--- src/rtl/lms_pkg.sv ---
// Shared LMS definitions: default sizes, adaptation FSM states and the
// coefficient bank type, reused by the coefficient updater and the FIR.
package lms_pkg;

  localparam int NTAPS = 16;
  localparam int DW    = 16;
  localparam int CW    = 32;

  typedef enum logic [1:0] {
    IDLE   = 2'd0,
    UPDATE = 2'd1,
    DONE   = 2'd2
  } state_e;

  typedef logic [NTAPS-1:0][CW-1:0] coeff_arr_t;

endpackage

--- src/rtl/lms_coeff_update_if.sv ---
// Sample/control bundle between the sample source and the LMS coefficient
// updater, plus the coefficient bank the updater drives towards the FIR.
interface lms_coeff_update_if #(
  parameter int NTAPS = lms_pkg::NTAPS,
  parameter int DW    = lms_pkg::DW,
  parameter int CW    = lms_pkg::CW
) ();

  // sample_valid is a single-cycle strobe with no ready: it is taken only while
  // busy is low; a strobe seen while busy is high is dropped and sets overrun.
  logic                         sample_valid;
  logic signed [DW-1:0]         ref_in;
  logic signed [DW-1:0]         err_in;
  logic [4:0]                   mu_shift;
  logic                         freeze;
  logic                         clear_coeffs;
  logic                         busy;
  logic                         update_done;
  logic                         overrun;
  logic [NTAPS-1:0][CW-1:0]     filt_coeffs_b;

  modport master (
    output sample_valid, ref_in, err_in, mu_shift, freeze, clear_coeffs,
    input  busy, update_done, overrun, filt_coeffs_b
  );

  modport slave (
    input  sample_valid, ref_in, err_in, mu_shift, freeze, clear_coeffs,
    output busy, update_done, overrun, filt_coeffs_b
  );

endinterface

--- src/rtl/sat_add.sv ---
// Signed add at CW+1 bits, saturated back to the CW-bit coefficient range.
module sat_add #(
  parameter int CW = 32
) (
  input  logic signed [CW:0] a_i,
  input  logic signed [CW:0] b_i,
  output logic [CW-1:0]      sum_o
);

  logic signed [CW:0] sum;

  always_comb begin
    sum = a_i + b_i;
    // Operands are sign-extended CW-bit values, so overflow shows as the two MSBs differing.
    if (sum[CW] != sum[CW-1]) begin
      sum_o = sum[CW] ? {1'b1, {(CW-1){1'b0}}} : {1'b0, {(CW-1){1'b1}}};
    end else begin
      sum_o = sum[CW-1:0];
    end
  end

endmodule

--- src/rtl/lms_coeff_update.sv ---
// LMS coefficient updater: on each accepted sample, shift the reference delay
// line and walk the taps one per cycle through a single shared multiplier.
module lms_coeff_update #(
  parameter int NTAPS = lms_pkg::NTAPS,
  parameter int DW    = lms_pkg::DW,
  parameter int CW    = lms_pkg::CW
) (
  input  logic              clk,
  input  logic              rst_n,
  lms_coeff_update_if.slave bus,
  output lms_pkg::state_e   dbg_state_o
);

  import lms_pkg::*;

  localparam int KW = (NTAPS > 1) ? $clog2(NTAPS) : 1;

  state_e                   state_q;
  logic [KW-1:0]            k_q;
  logic signed [DW-1:0]     err_q;
  logic [4:0]               mu_q;
  logic [NTAPS-1:0][DW-1:0] ref_q;
  logic [NTAPS-1:0][CW-1:0] coeff_q;
  logic                     busy_q;
  logic                     done_q;
  logic                     overrun_q;

  logic signed [2*DW-1:0]   prod;
  logic signed [2*DW-1:0]   prod_sh;
  logic signed [CW:0]       coeff_ext;
  logic signed [CW:0]       inc_ext;
  logic [CW-1:0]            coeff_d;

  // Assumes 2*DW <= CW so the shifted product always fits the CW+1-bit add.
  always_comb begin
    prod      = (2*DW)'(err_q) * (2*DW)'($signed(ref_q[k_q]));
    prod_sh   = prod >>> mu_q;
    coeff_ext = (CW+1)'($signed(coeff_q[k_q]));
    inc_ext   = (CW+1)'(prod_sh);
  end

  sat_add #(.CW(CW)) u_sat_add (
    .a_i   (coeff_ext),
    .b_i   (inc_ext),
    .sum_o (coeff_d)
  );

  always_ff @(posedge clk or negedge rst_n) begin
    if (!rst_n) begin
      state_q   <= IDLE;
      k_q       <= '0;
      err_q     <= '0;
      mu_q      <= '0;
      ref_q     <= '0;
      coeff_q   <= '0;
      busy_q    <= 1'b0;
      done_q    <= 1'b0;
      overrun_q <= 1'b0;
    end else if (bus.clear_coeffs) begin
      state_q   <= IDLE;
      k_q       <= '0;
      ref_q     <= '0;
      coeff_q   <= '0;
      busy_q    <= 1'b0;
      done_q    <= 1'b0;
      overrun_q <= 1'b0;
    end else begin
      done_q <= 1'b0;
      if (bus.sample_valid && (state_q != IDLE)) begin
        overrun_q <= 1'b1;
      end
      case (state_q)
        IDLE: begin
          if (bus.sample_valid) begin
            for (int i = NTAPS-1; i > 0; i--) begin
              ref_q[i] <= ref_q[i-1];
            end
            ref_q[0] <= bus.ref_in;
            err_q    <= bus.err_in;
            mu_q     <= bus.mu_shift;
            k_q      <= '0;
            busy_q   <= 1'b1;
            state_q  <= bus.freeze ? DONE : UPDATE;
          end
        end
        UPDATE: begin
          coeff_q[k_q] <= coeff_d;
          if (k_q == KW'(NTAPS-1)) begin
            state_q <= DONE;
          end else begin
            k_q <= k_q + 1'b1;
          end
        end
        DONE: begin
          // The pulse lands in the first IDLE cycle, which is also the next acceptance slot.
          done_q  <= 1'b1;
          busy_q  <= 1'b0;
          state_q <= IDLE;
        end
        default: begin
          busy_q  <= 1'b0;
          state_q <= IDLE;
        end
      endcase
    end
  end

  assign bus.busy          = busy_q;
  assign bus.update_done   = done_q;
  assign bus.overrun       = overrun_q;
  assign bus.filt_coeffs_b = coeff_q;
  assign dbg_state_o       = state_q;

endmodule

--- src/flat_wrapper.sv ---
// flat-port wrapper written by rule: the top's interface ports become plain ports
module lms_coeff_update_flat import lms_pkg::*;
#(
  parameter int NTAPS = lms_pkg::NTAPS,
  parameter int DW    = lms_pkg::DW,
  parameter int CW    = lms_pkg::CW
)
  (clk, rst_n, dbg_state_o, bus_sample_valid, bus_ref_in, bus_err_in, bus_mu_shift, bus_freeze, bus_clear_coeffs, bus_busy, bus_update_done, bus_overrun, bus_filt_coeffs_b);
  lms_coeff_update_if #(.NTAPS(NTAPS), .DW(DW), .CW(CW)) bus_i ();
  input  logic clk;
  input  logic rst_n;
  output lms_pkg::state_e dbg_state_o;
  input wire logic [$bits(bus_i.sample_valid)-1:0] bus_sample_valid;
  input wire logic [$bits(bus_i.ref_in)-1:0] bus_ref_in;
  input wire logic [$bits(bus_i.err_in)-1:0] bus_err_in;
  input wire logic [$bits(bus_i.mu_shift)-1:0] bus_mu_shift;
  input wire logic [$bits(bus_i.freeze)-1:0] bus_freeze;
  input wire logic [$bits(bus_i.clear_coeffs)-1:0] bus_clear_coeffs;
  output wire logic [$bits(bus_i.busy)-1:0] bus_busy;
  output wire logic [$bits(bus_i.update_done)-1:0] bus_update_done;
  output wire logic [$bits(bus_i.overrun)-1:0] bus_overrun;
  output wire logic [$bits(bus_i.filt_coeffs_b)-1:0] bus_filt_coeffs_b;
  assign bus_i.sample_valid = bus_sample_valid;
  assign bus_i.ref_in = bus_ref_in;
  assign bus_i.err_in = bus_err_in;
  assign bus_i.mu_shift = bus_mu_shift;
  assign bus_i.freeze = bus_freeze;
  assign bus_i.clear_coeffs = bus_clear_coeffs;
  assign bus_busy = bus_i.busy;
  assign bus_update_done = bus_i.update_done;
  assign bus_overrun = bus_i.overrun;
  assign bus_filt_coeffs_b = bus_i.filt_coeffs_b;
  lms_coeff_update #(.NTAPS(NTAPS), .DW(DW), .CW(CW)) u_core (.clk(clk), .rst_n(rst_n), .bus(bus_i), .dbg_state_o(dbg_state_o));
endmodule
--- config.mk ---
export PLATFORM = sky130hd
export DESIGN_NAME = lms_coeff_update_flat
export DESIGN_NICKNAME = d
export VERILOG_FILES = /design/src/rtl/lms_pkg.sv /design/src/rtl/lms_coeff_update_if.sv /design/src/rtl/sat_add.sv /design/src/rtl/lms_coeff_update.sv /design/src/flat_wrapper.sv
export SDC_FILE = /design/constraint.sdc
export NUM_CORES = 2
export LEC_CHECK = 0
export CELL_PAD_IN_SITES_DETAIL_PLACEMENT = 0
export CELL_PAD_IN_SITES_GLOBAL_PLACEMENT = 1
export CORE_UTILIZATION = 35
export CTS_CLUSTER_SIZE = 12
export DETAILED_ROUTE_END_ITERATION = 8
export HOLD_SLACK_MARGIN = 0.15
export PLACE_DENSITY_LB_ADDON = 0.1
export SKIP_CTS_REPAIR_TIMING = 1
export SLEW_MARGIN = 20
export SYNTH_ARGS = -nofsm -noshare
export SYNTH_HDL_FRONTEND = slang
export SYNTH_SLANG_ARGS = --single-unit
--- constraint.sdc ---
create_clock -name clk -period 10.4 [get_ports clk]
set_clock_uncertainty 0.15 [all_clocks]
set_input_delay 3.12 -clock clk [delete_from_list [all_inputs] [get_ports clk]]
set_output_delay 3.12 -clock clk [all_outputs]
set_load 0.01 [all_outputs]
==> After elaboration in Yosys (flattened, before gate mapping) <==
Index checks and enable logic that the tools add are counted.
{ "word_totals": {"register_bits": 798, "input_bits": 42, "output_inout_bits": 517, "elab_cells": 98} }
{ "op_classes": {"add_sub_neg": 2, "multipliers": 1, "n_lt_le_gt_ge": 2, "n_eq_ne": 8, "shift": 1, "n_mux": 30, "bitwise_logic": 1, "reduce_logical": 14} }
{ "op_table": {"columns": ["op", "n"], "rows": [
  ["$mux 512", 2],
  ["$mux 256", 3],
  ["$bwmux 512", 1],
  ["$bmux 32 s4", 1],
  ["$demux 32 s4", 1],
  ["$mux 32", 4],
  ["$bmux 16 s4", 1],
  ["$add 32x32->33", 1],
  ["$mul 16x16->32", 1],
  ["$sshr 32x5->32", 1],
  ["$mux 16", 1],
  ["$mux 4", 3],
  ["$reduce_bool 2->1", 5],
  ["$mux 2", 4],
  ["$pmux 4 s2", 1],
  ["$mux 1", 6],
  ["$ne 3x3->1 const B", 2],
  ["$reduce_and 2->1", 3],
  ["$reduce_and 3->1", 2],
  ["$lt 4x5->1 const B", 1],
  ["$add 4x1->4 const B", 1],
  ["$eq 4x4->1 const B", 1],
  ["$ge 4x1->1 const B", 1],
  ["$pmux 2 s2", 1],
  ["other kinds (10)", 11]
]} }

==> Longest topological paths before layout <==
{ "logic_depth": {"depth_word": 10, "depth_mapped": 45, "mapped_depth_nobuf": 38} }

==> By module <==
A second synthesis with hierarchy kept.
{ "hier_totals": {"hier_cells": 5063, "area_unflattened_um2": 50808.7} }
{ "modules_own_cells": {"columns": ["mod", "instances", "cells_per_inst", "area_each_um2", "seq_area_each_um2"], "rows": [
  ["lms_coeff_update", 1, 4770, 48646.7, 19969.2],
  ["sat_add", 1, 293, 2162.1, 0.0]
]} }

==> Worst setup path before layout <==
No wires, ideal clock.
{ "synth_path": {"path_type": "register to register", "from": "reg u_core.k_q[0]", "to": "reg u_core.coeff_q (netlist bit u_core.bus.filt_coeffs_b[231])", "setup_time_ns": 0.121, "t_arrival_ns": 11.159, "required_ns": 10.129, "slack_ns": -1.030, "path_stages_with_launch": 42, "path_buffers": 8, "period_less_slack_ns": 11.430, "path_cell_list": "dfrtp_1 buf_2 buf_2 buf_1 mux4_2 mux4_2 clkbuf_1 nand2_1 fa_1 inv_1 fa_1 fa_1 fa_1 fa_1 inv_1 fa_1 inv_1 ha_1 [6 not listed] xnor2_4 inv_2 mux4_2 a211oi_1 o32ai_1 ha_1 a2111oi_0 o21ai_0 a32oi_1 a21oi_2 o21ai_4 mux2_1 and2_1 buf_4 buf_8 a31o_4 buf_6 a22o_1"} }
{ "synth_via": {"elab_chain_cells": 10, "elab_cells_between_ends": 18, "classes_between": "add/sub: 1; mul: 1; order compare: 2; eq/ne: 1; shift: 1; mux: 11; reduce/logical: 1"} }
{ "synth_rtl": {"columns": ["item", "line_no", "text"], "rows": [
  ["from (decl)", "lms_coeff_update.sv:19", "logic [KW-1:0] k_q;"],
  ["from (signal assigned)", "lms_coeff_update.sv:91", "k_q <= k_q + 1'b1;"],
  ["$bmux 16 s4", "lms_coeff_update.sv:36", "prod = (2*DW)'(err_q) * (2*DW)'($signed(ref_q[k_q]));"],
  ["$mux 16 (implied by the code)", "lms_coeff_update.sv:36", null],
  ["$mul 16x16->32", "lms_coeff_update.sv:36", null],
  ["$sshr 32x5->32", "lms_coeff_update.sv:37", "prod_sh = prod >>> mu_q;"],
  ["$add 32x32->33", "sat_add.sv:13", "sum = a_i + b_i;"],
  ["$mux 32 or $ne 1x1->1 (tied branches)", "sat_add.sv:16, sat_add.sv:15", null],
  ["$mux 32", "sat_add.sv:15", "if (sum[CW] != sum[CW-1]) begin"],
  ["$bwmux 512 *", "lms_coeff_update.sv:87", "coeff_q[k_q] <= coeff_d;"],
  ["$mux 512 *", "lms_coeff_update.sv:72", "case (state_q)"],
  ["$mux 512 *", "lms_coeff_update.sv:59", "end else if (bus.clear_coeffs) begin"],
  ["to (signal, indexed assignment)", "lms_coeff_update.sv:87", null],
  ["to (decl)", "lms_coeff_update.sv:23", "logic [NTAPS-1:0][CW-1:0] coeff_q;"]
]} }
Mark *: on every way between the ends. The rest lies on a longest branch, timed or not. The select of a mux whose other input is x is not followed.
A chain may end at the register's enable or synchronous reset.

==> Worst setup path in the final report <==
{ "layout_path": {"from": "reg u_core.k_q[0]", "to": "reg u_core.coeff_q (netlist bit u_core.bus.filt_coeffs_b[20])"} }
Same word-level chain as after synthesis.

==> flow_summary.yaml <==
place:
  place.port_buffers: 558
  place_congestion: 0.961
  hpwlAfterDp_um: 154000
  place_inst: 7177
worst_setup_path:
  timing.reg2reg.setup_slack_ns: -0.73
  cpMostUsedCell: "sky130_fd_sc_hd__fa_1"
  critPathBufInv: 14
  worst_r2r_start: "u_core.k_q[0]$_DFFE_PN0P_"
  cp_max_fo: 10
  crit_path_end: "u_core.bus.filt_coeffs_b[20]$_DFFE_PN0P_"
  critical_path_required_ns: 10.82
  end_kind: "flip-flop"
  critical-path-max-stage-delay_ns: 0.64
  cp_delay_by_family_top: "adder cells"
  crit_arrival_ns: 11.54
  reg2reg_depth: 42
  rr_endpoint: "u_core.bus.filt_coeffs_b[20]$_DFFE_PN0P_"
  crit_start: "u_core.k_q[0]$_DFFE_PN0P_"
  crit_slowest_cell: "sky130_fd_sc_hd__mux4_2"
  critical_path_class: "reg -> reg"
  nature_of_the_critical_path_startpoint: "flip-flop"
  path_depth: 42
grt:
  track_usage: 0.288
  grt_first_pass_wirelength_um: 299000
  number_of_antenna_violations_at_the_first_check_in_global_routing: 25
  number_of_global_route_vias_before_repair: 41600
  global_route.overflow_total: 0
  largest_net_degree_at_the_start_of_global_routing: 229
sta:
  final-hold-violation-count: 0
  rsz0062_at_grt: "yes"
  setup-violations-final: 512
  tightestPinTransition_ns: 1.06
  fin_worst_hold_slack_ns: 0.350
  period_minus_slack_ns: 11.13
  max_slew_margin: 0.295
  max_freq_mhz: 89.9
  post-route-period-util: 1.07
  finalWorstSetupSlack_ns: -0.727
  drv_slew: 0
clock_tree:
  clock_insertion_delay_worst_skew_ns: 0.73
  cts-htree-levels: 3
  numCtsBuffers: 92
  clock_tree_buf_depth: 3
  clock-root-buffer: "sky130_fd_sc_hd__clkbuf_16"
  clock-sinks: 798
  clk_transition_reported_paths_ns: 0.06
  tritoncts: "built"
run_status:
  violations: "negative setup slack"
  run_status: "complete, but fails checks"
floorplan:
  die_width_um: 376
  total_die_area_mm2: 0.141
  floorplan.io_pins: 559
  coreArea_mm2: 0.138
  floorplan.rows: 136
  floorplan.initialDensity: 0.354
  die_height_um: 376
logic_synthesis:
  synthDistinctLibCells: 96
  synthCells: 4364
  yosys.area_share.xor_xnor: 0.0106
  per_instance_average_area_after_synthesis_um2: 11.2
  postSynthNetCount: 4787
  synth-compound-area-share: 0.173
  yosys_warnings: 0
  synth_async_sr_flop_share: 1.00
  ys_seq_elements: 798
  post_synth_fa_ha_maj_area_fraction: 0.138
  ys_dominant_reg_cell: "sky130_fd_sc_hd__dfrtp_1"
  synth_edf_count: 0
  seq_area_frac_synth: 0.409
  synth.mux.area_fraction: 0.125
  post_synth_and_or_nand_nor_area_fraction: 0.0930
  synth_top_family_by_area: "compound AO/OA/AOI/OAI gates"
  syn_area_mm2: 0.0489
routing:
  vias: 41700
  drt_drc_violations_left: 0
  detail_route.wirelength_um: 209000
  viasPerCell: 5.60
  final_routed_wire_length_divided_by_cell_count_um: 28.1
  drt_iter0_markers: 3911
  antenna_left: 0
  drt_pass1_iterations: 6
finish:
  layout_common_cells: "sky130_fd_sc_hd__dfrtp_1 (793), sky130_fd_sc_hd__buf_4 (710), sky130_fd_sc_hd__clkdlybuf4s50_1 (556), sky130_fd_sc_hd__nand2_1 (529), sky130_fd_sc_hd__a22o_1 (464)"
  fillCellCount: 12600
  layout-drive-gt1-share: 0.268
  area.growth.synth_to_final_pct: 37.4
  final_cells: 7440
  design.final.nets: 5931
  final_core_utilization: 0.487
  layout_commonest_cell: "sky130_fd_sc_hd__dfrtp_1"
hold_path:
  hold_path_class: "reg -> reg"
job:
  cap_viol_max_count: 0
==> sequential cells by signal, indices dropped and copies added (netlist names) <==
signal / cells
u_core.bus.filt_coeffs_b: 512
u_core.ref_q: 256
u_core.err_q: 16
u_core.mu_q: 5
u_core.k_q: 4
u_core.dbg_state_o: 2
u_core.bus.busy: 1
u_core.bus.overrun: 1
u_core.bus.update_done: 1
==> worst min-delay path by stage <==
| stage | slack, ns | from | to | cells after the start |
|---|---|---|---|---|
| after global placement | 0.33 | u_core.bus.filt_coeffs_b[73]$_DFFE_PN0P_ | u_core.bus.filt_coeffs_b[73]$_DFFE_PN0P_ | 2 |
| after floorplan | 0.32 | u_core.ref_q[240]$_DFFE_PN0P_ | u_core.ref_q[240]$_DFFE_PN0P_ | 1 |
| after detailed placement | 0.34 | u_core.ref_q[244]$_DFFE_PN0P_ | u_core.ref_q[244]$_DFFE_PN0P_ | 1 |
| after global routing | 0.37 | u_core.ref_q[255]$_DFFE_PN0P_ | u_core.ref_q[255]$_DFFE_PN0P_ | 1 |
| after CTS | 0.35 | u_core.bus.filt_coeffs_b[511]$_DFFE_PN0P_ | u_core.bus.filt_coeffs_b[511]$_DFFE_PN0P_ | 2 |
| final | 0.35 | u_core.ref_q[255]$_DFFE_PN0P_ | u_core.ref_q[255]$_DFFE_PN0P_ | 1 |
==> Yosys cell counts (19+ instances only) <==
cell type / number / area, um^2
sky130_fd_sc_hd__a211oi_1: 21 / 158
sky130_fd_sc_hd__a21oi_1: 112 / 561
sky130_fd_sc_hd__a22o_1: 464 / 4060
sky130_fd_sc_hd__a31oi_1: 21 / 131
sky130_fd_sc_hd__and2_1: 154 / 963
sky130_fd_sc_hd__buf_1: 31 / 116
sky130_fd_sc_hd__buf_2: 43 / 215
sky130_fd_sc_hd__clkbuf_1: 242 / 908
sky130_fd_sc_hd__dfrtp_1: 798 / 20000
sky130_fd_sc_hd__fa_1: 263 / 5270
sky130_fd_sc_hd__ha_1: 118 / 1480
sky130_fd_sc_hd__inv_1: 317 / 1190
sky130_fd_sc_hd__mux2_2: 25 / 282
sky130_fd_sc_hd__mux2i_1: 19 / 190
sky130_fd_sc_hd__mux4_2: 248 / 5590
sky130_fd_sc_hd__nand2_1: 548 / 2060
sky130_fd_sc_hd__nand3_1: 30 / 150
sky130_fd_sc_hd__nor2_1: 138 / 518
sky130_fd_sc_hd__nor3_1: 34 / 170
sky130_fd_sc_hd__o211ai_1: 21 / 158
sky130_fd_sc_hd__o21ai_0: 373 / 1870
sky130_fd_sc_hd__xnor2_1: 39 / 342
==> per-layer routing <==
layer  up-vias  global-route usage  share of wire
met5         -                   0        0.00038
met4        10              0.0811          0.030
li1      18000                   -              -
met2      1593               0.427           0.43
met1     21800               0.418           0.45
met3       264              0.0686          0.084
==> metrics by stage <==
step	setup TNS [ns]	cell area [um^2]	setup slack, ns
after global placement	-461.08	61900	-1.09
after global routing	-422.75	67200	-0.980
after floorplan	-24.60	49200	-0.264
after CTS	-515.33	65000	-1.24
final	-263.40	67200	-0.727
after detailed placement	-487.02	61900	-1.18
==> worst reg2reg max path: cells and delay by family, from the launching register on <==
kind | cells | cell delay, ns
fa+ha+maj | 9 | 3.64
compound gates | 11 | 2.47
buf+inv | 14 | 1.94
mux | 3 | 1.61
simple gates | 5 | 0.62
flops | 1 | 0.55
==> cell type report <==
| class | instances | area [um^2] | share of cell area |
|---|---|---|---|
| Tap cell | 1863 | 2330 | 0.0347 |
| Clock inverter | 29 | 464 | 0.00691 |
| Multi-Input combinational cell | 2927 | 27800 | 0.413 |
| Antenna cell | 3 | 7.51 | 0.000112 |
| Sequential cell | 798 | 20000 | 0.298 |
| Timing Repair Buffer | 1370 | 12700 | 0.190 |
| Clock buffer | 131 | 2680 | 0.0399 |
| Inverter | 319 | 1200 | 0.0178 |
==> cell families after synthesis <==
logic type      after synthesis
flops                       798
xor+xnor                     56
fa+ha+maj                   381
simple gates               1004
mux                         295
buf+inv                     644
compound gates             1186
Power is left out: the tool's default activity adds up to more than one toggle a clock period on the data nets, which glitch-free logic cannot reach.
